<file path="src/rtl/regfile_sb.sv">
// Parametrised 2R/1W register file with byte enables, optional write bypass,
// hardwired zero register and a pending-write scoreboard for hazard stalls.
module regfile_sb #(
  parameter int DATA_W   = 32,
  parameter int ADDR_W   = 5,
  parameter int BYPASS   = 1,
  parameter int ZERO_REG = 1
) (
  input  logic                clk,
  input  logic                reset,
  input  logic [ADDR_W-1:0]   ra1,
  input  logic [ADDR_W-1:0]   ra2,
  output logic [DATA_W-1:0]   rd1,
  output logic [DATA_W-1:0]   rd2,
  output logic                rd1_busy,
  output logic                rd2_busy,
  input  logic                we,
  input  logic [ADDR_W-1:0]   wa,
  input  logic [DATA_W-1:0]   wd,
  input  logic [DATA_W/8-1:0] wbe,
  input  logic                sb_set,
  input  logic [ADDR_W-1:0]   sb_addr,
  output logic [ADDR_W:0]     pend_cnt
);

  localparam int DEPTH  = 2**ADDR_W;
  localparam int NBYTES = DATA_W/8;
  localparam bit BP     = (BYPASS != 0);
  localparam bit ZR     = (ZERO_REG != 0);

  logic [DATA_W-1:0] regs [DEPTH];
  logic [DEPTH-1:0]  pend;
  logic [DEPTH-1:0]  pend_next;
  logic [DATA_W-1:0] wr_merged;
  logic              wr_hit;
  logic              set_hit;
  logic              cnt_inc;
  logic              cnt_dec;

  assign wr_hit  = we && !(ZR && (wa == '0));
  assign set_hit = sb_set && !(ZR && (sb_addr == '0));

  // Byte-merged write word; also the forwarded value on a bypass hit.
  always_comb begin
    wr_merged = regs[wa];
    for (int k = 0; k < NBYTES; k++) begin
      if (wbe[k]) wr_merged[8*k +: 8] = wd[8*k +: 8];
    end
  end

  always_comb begin
    rd1 = regs[ra1];
    if (BP && wr_hit && (wa == ra1)) rd1 = wr_merged;
    if ((ZR && (ra1 == '0)) || !reset) rd1 = '0;
    rd2 = regs[ra2];
    if (BP && wr_hit && (wa == ra2)) rd2 = wr_merged;
    if ((ZR && (ra2 == '0)) || !reset) rd2 = '0;
  end

  // A bypassed operand is valid this cycle, so its busy flag drops immediately.
  always_comb begin
    rd1_busy = pend[ra1] & ~(BP & we & (wa == ra1)) & reset;
    rd2_busy = pend[ra2] & ~(BP & we & (wa == ra2)) & reset;
  end

  // Set beats clear on the same address: a new producer has just issued.
  always_comb begin
    pend_next = pend;
    if (we) pend_next[wa] = 1'b0;
    if (set_hit) pend_next[sb_addr] = 1'b1;
    if (ZR) pend_next[0] = 1'b0;
    cnt_inc = set_hit && !pend[sb_addr];
    cnt_dec = we && pend[wa] && !(set_hit && (sb_addr == wa));
  end

  always_ff @(posedge clk or negedge reset) begin
    if (!reset) begin
      for (int i = 0; i < DEPTH; i++) regs[i] <= '0;
    end else if (wr_hit) begin
      regs[wa] <= wr_merged;
    end
  end

  always_ff @(posedge clk or negedge reset) begin
    if (!reset) begin
      pend     <= '0;
      pend_cnt <= '0;
    end else begin
      pend     <= pend_next;
      pend_cnt <= pend_cnt + {{ADDR_W{1'b0}}, cnt_inc} - {{ADDR_W{1'b0}}, cnt_dec};
    end
  end

endmodule

</file>
<file path="config.mk">
export PLATFORM = sky130hd
export DESIGN_NAME = regfile_sb
export DESIGN_NICKNAME = d
export VERILOG_FILES = /design/src/rtl/regfile_sb.sv
export SDC_FILE = /design/constraint.sdc
export NUM_CORES = 2
export LEC_CHECK = 0
export CAP_MARGIN = 20
export CORE_MARGIN = 8
export CORE_UTILIZATION = 45
export DETAILED_ROUTE_END_ITERATION = 10
export GPL_ROUTABILITY_DRIVEN = 0
export PLACE_DENSITY = 0.72
export RECOVER_POWER = 100
export SYNTH_ARGS = -nofsm -noshare
export SYNTH_HDL_FRONTEND = slang
export SYNTH_SLANG_ARGS = --single-unit
</file>
<file path="constraint.sdc">
create_clock -name clk -period 3.1 [get_ports clk]
set_clock_uncertainty 0.2 [all_clocks]
set_input_delay 0.465 -clock clk [delete_from_list [all_inputs] [get_ports clk]]
set_output_delay 0.465 -clock clk [all_outputs]
set_load 0.02 [all_outputs]
</file>
==> impl_metrics.csv <==
group,metric,value,unit
run_status,outcome,"finished, violations left",
run_status,failed_checks,"negative setup slack",
timing,fmax,0.271,GHz
timing,grt_setup_unrepaired,"yes",
global_routing,grt_usage,32.1,%
clock_network,cts.reportedPaths.clkPinSlew,0.06,ns
logic_synthesis,synth-async-reset-ratio,100,%
worst_setup_path,ff2ff_path_depth,12,
floorplan,design.die.area,156000,sq um
pwr,p_total,49.1,mW
floorplan,start_util,45.1,%
floorplan,fp.dieH,395,um
hold_path,hold_path.startpoint,"regs[1000]$_DFFE_PN0P_",
logic_synthesis,post-synth-top-count-cell,"sky130_fd_sc_hd__dfrtp_1",
global_routing,number_of_global_route_vias_before_repair,56200,
floorplan,die_width,395,um
global_routing,initial_antenna_violation_count,13,
clock_network,cts_htree_levels,3,
clock_network,cts_num_sinks,1061,
drt,firstDrtPassIters,9,
timing,finalWorstPathRequiredPeriod,3.69,ns
logic_synthesis,ys_seq_elements,1061,
timing,slew-limit-headroom,14.6,%
worst_setup_path,r2r_setup_slack,-0.24,ns
worst_setup_path,setup.worst_path.end_class,"output port",
drt,drt_first_iter_violations,9678,
worst_setup_path,crit_arrival,3.02,ns
timing,finalSetupViolCount,74,
worst_setup_path,kind_of_critical_path,"in -> out",
clock_network,ctsLongestPathBuffers,3,
worst_setup_path,crit_path_max_incr_delay,0.50,ns
logic_synthesis,synth.area.top_cells,"sky130_fd_sc_hd__dfrtp_1, sky130_fd_sc_hd__mux4_2, sky130_fd_sc_hd__o21ai_0",
final_layout,drive_gt1_share,42.0,%
worst_setup_path,r2r-start,"pend[23]$_DFF_PN0_",
global_routing,grt_max_degree,184,
timing,post-route-worst-setup-slack,-0.589,ns
drt,drc,0,
timing,worst_hold_slack,0.221,ns
placed_design,placement.cell_area,73700,sq um
hold_path,min_path_cells,0,
timing,worst-slew-pin-transition,1.28,ns
hold_path,worstHoldEndpoint,"regs[1000]$_DFFE_PN0P_",
global_routing,first_pass_grt_wire_length,377000,um
floorplan,top_level_ports,132,
clock_network,tritoncts_clock_tree,"done",
logic_synthesis,synth_edf_count,0,
timing,final_hold_viol_count,0,
drt,ant_nets,0,
drt,finalWirelength,268000,um
timing,final_min_period_over_clock_period,119,%
logic_synthesis,syn-num-nets,5527,
final_layout,final_cell_area,82600,sq um
clock_network,clk_latency,0.75,ns
logic_synthesis,post_synth_num_cell_types,81,
worst_setup_path,cp_launch_type,"input port",
pwr,cellLeakagePower,35.8,nW
pwr,cellPowerDensity,595,nW/um^2
clock_network,cts_inserted_buffers,112,
logic_synthesis,synth_largest_area_cell,"sky130_fd_sc_hd__dfrtp_1",
clock_network,clockRootBuffer,"sky130_fd_sc_hd__clkbuf_16",
worst_setup_path,worstPathCellList,"buf_6 > buf_8 > buf_6 > clkinv_1 > nor3_4 > clkbuf_1 > a22oi_1 > nand2_1 > o22ai_2 > a211oi_2 > buf_4",
logic_synthesis,synth_flop_cell,"sky130_fd_sc_hd__dfrtp_1",
floorplan,core_region_area,143000,sq um
worst_setup_path,crit_required,2.43,ns
placed_design,io_buffer_count,131,
worst_setup_path,critical-path-top-cell-by-count,"sky130_fd_sc_hd__buf_6",
worst_setup_path,rr_endpoint,"pend_cnt[4]$_DFF_PN0_",
worst_setup_path,cp_max_fo,24,
final_layout,layout-area-overhead-vs-synth,28.0,%
drt,detailroute.via_count,57400,
timing,setup_total_negative_slack,-22.91,ns
logic_synthesis,mappedNetlistArea,64500,sq um
logic_synthesis,synthesis.instances,5460,
floorplan,placementRows,139,
placed_design,hpwl,168000,um
logic_synthesis,synth_commonest_cells,"sky130_fd_sc_hd__dfrtp_1, sky130_fd_sc_hd__nand2_1, sky130_fd_sc_hd__o21ai_0",
pwr,vdd_ir_drop_max,502,uV
logic_synthesis,postSynthAreaPerCell,11.8,sq um
worst_setup_path,library_cell_contributing_the_largest_single_delay_on_the_critical_path,"sky130_fd_sc_hd__clkbuf_1",
global_routing,overflow,0,
logic_synthesis,synthDominantCellAreaShare,41.2,%
job,drv.max_cap_violation_count,0,
logic_synthesis,synth_sequential_area_ratio,41.2,%
timing,max_slew_vio_count,0,
logic_synthesis,synth-warning-count,0,
hold_path,hold_class,"reg -> reg",
drt,detail_route.wl_per_cell,32.8,um
final_layout,finish.net_count,6221,
drt,detail_route.vias_per_cell,7.04,
-- cells by family (layout without fill, tap and decap cells) --
| logic type | count (synthesis) | after routing | share of synthesized area (%) |
|---|---|---|---|
| AND/OR/NAND/NOR | 1114 | 1114 | 7.20 |
| AO/OA/AOI/OAI | 1278 | 1278 | 11.6 |
| multiplexers | 1333 | 1333 | 35.1 |
| adder cells (fa/ha/maj) | 7 | 7 | 0.147 |
| XOR/XNOR | 20 | 20 | 0.283 |
| flip-flops | 1061 | 1061 | 41.2 |
| buffers and inverters | 647 | 1431 | 4.52 |
| other | 0 | 6 | 0 |
-- metrics by stage --
| step | cells | utilization (%) | setup WS, ns |
|---|---|---|---|
| 5_1_grt | 8150 | 57.7 | -0.561 |
| 2_1_floorplan | 5460 | - | -0.579 |
| 4_1_cts | 8021 | 56.7 | -0.505 |
| 3_5_place_dp | 7630 | 51.5 | -1.27 |
| 3_3_place_gp | 7630 | 51.5 | -1.13 |
| 6_report | 8153 | 57.7 | -0.589 |
-- worst max path at each step --
stage                               start                    end  slack, ns  cells past startpoint
finish                              wa[2]                 rd1[2]      -0.59                     11
global route            pend[9]$_DFF_PN0_               rd2_busy      -0.56                      5
CTS                 regs[305]$_DFFE_PN0P_                rd2[17]      -0.51                      8
detailed placement                  wa[3]                rd2[25]      -1.27                      8
global placement                    wa[3]                rd2[25]      -1.13                      8
floorplan                           wa[0]  pend_cnt[4]$_DFF_PN0_      -0.58                     18
-- cells in the final DEF (no fill, tap or decap), types with 12 or more instances in the layout --
master,count
sky130_fd_sc_hd__nor3_1,17
sky130_fd_sc_hd__buf_12,139
sky130_fd_sc_hd__o22ai_1,65
sky130_fd_sc_hd__clkbuf_2,21
sky130_fd_sc_hd__a211oi_1,23
sky130_fd_sc_hd__nor2b_1,23
sky130_fd_sc_hd__mux4_2,714
sky130_fd_sc_hd__nand4_1,16
sky130_fd_sc_hd__clkbuf_16,131
sky130_fd_sc_hd__buf_6,153
sky130_fd_sc_hd__mux2_2,267
sky130_fd_sc_hd__dfrtp_1,1060
sky130_fd_sc_hd__nand3_1,45
sky130_fd_sc_hd__mux2i_2,28
sky130_fd_sc_hd__buf_8,21
sky130_fd_sc_hd__clkbuf_1,25
sky130_fd_sc_hd__clkdlybuf4s50_1,48
sky130_fd_sc_hd__o21ai_4,16
sky130_fd_sc_hd__o21ai_0,701
sky130_fd_sc_hd__a21oi_1,50
sky130_fd_sc_hd__nor2_1,51
sky130_fd_sc_hd__a22oi_1,85
sky130_fd_sc_hd__nand2_4,22
sky130_fd_sc_hd__a211oi_2,13
sky130_fd_sc_hd__nand2_1,837
sky130_fd_sc_hd__o21ai_1,94
sky130_fd_sc_hd__clkbuf_8,22
sky130_fd_sc_hd__bufinv_16,14
sky130_fd_sc_hd__o22ai_2,20
sky130_fd_sc_hd__bufbuf_16,12
sky130_fd_sc_hd__buf_16,22
sky130_fd_sc_hd__o21ai_2,13
sky130_fd_sc_hd__a22o_1,30
sky130_fd_sc_hd__clkinv_2,23
sky130_fd_sc_hd__inv_1,15
sky130_fd_sc_hd__buf_4,750
sky130_fd_sc_hd__a22oi_2,40
sky130_fd_sc_hd__mux2i_1,310
sky130_fd_sc_hd__o22ai_4,21
-- state kept, by name, indices dropped and copies added, names as in the netlist --
name and flops:
regs 1024, pend 31, pend_cnt 6
-- routing by layer --
metal	vias to the layer above	track usage [%]	share of wire, %
met1	28300	39.8	33
met5	-	0.400	0.12
met2	5406	45.6	42
li1	22200	-	-
met3	1529	12.7	16
met4	14	22.9	9.3
-- power by group --
group	switching (mW)	total [mW]	internal [mW]	leakage [nW]
Clock	6.09	14.6	8.52	1.93
Combinational	7.12	15.2	8.09	20.0
Sequential	2.73	19.3	16.5	13.9
-- critical path: cells and delay by family --
family	cells	cell delay (ns)
buffers and inverters	6	1.38
AOI/OAI and AO/OA	3	0.77
and+or+nand+nor	2	0.36
-- area by class of cell --
| class | instances | area (sq um) |
|---|---|---|
| Inverter | 19 | 75.1 |
| Timing Repair Buffer | 1208 | 12600 |
| Clock buffer | 150 | 3260 |
| Tap cell | 1903 | 2380 |
| Fill cell | 10800 | 60400 |
| Sequential cell | 1061 | 26600 |
| Multi-Input combinational cell | 3752 | 37000 |
| Clock inverter | 54 | 673 |
| Antenna cell | 6 | 15.0 |
-- timing repair --
item | CTS | global route
gates cloned | 16 | 14
setup endpoints to repair | 69 | 70
pin swaps | 128 | 112
hold endpoints to repair | 22 | 0
setup buffers | 175 | 122
hold buffers | 2 | 0
gates resized for setup | 556 | 191
Power figures use the tool's default switching activity.
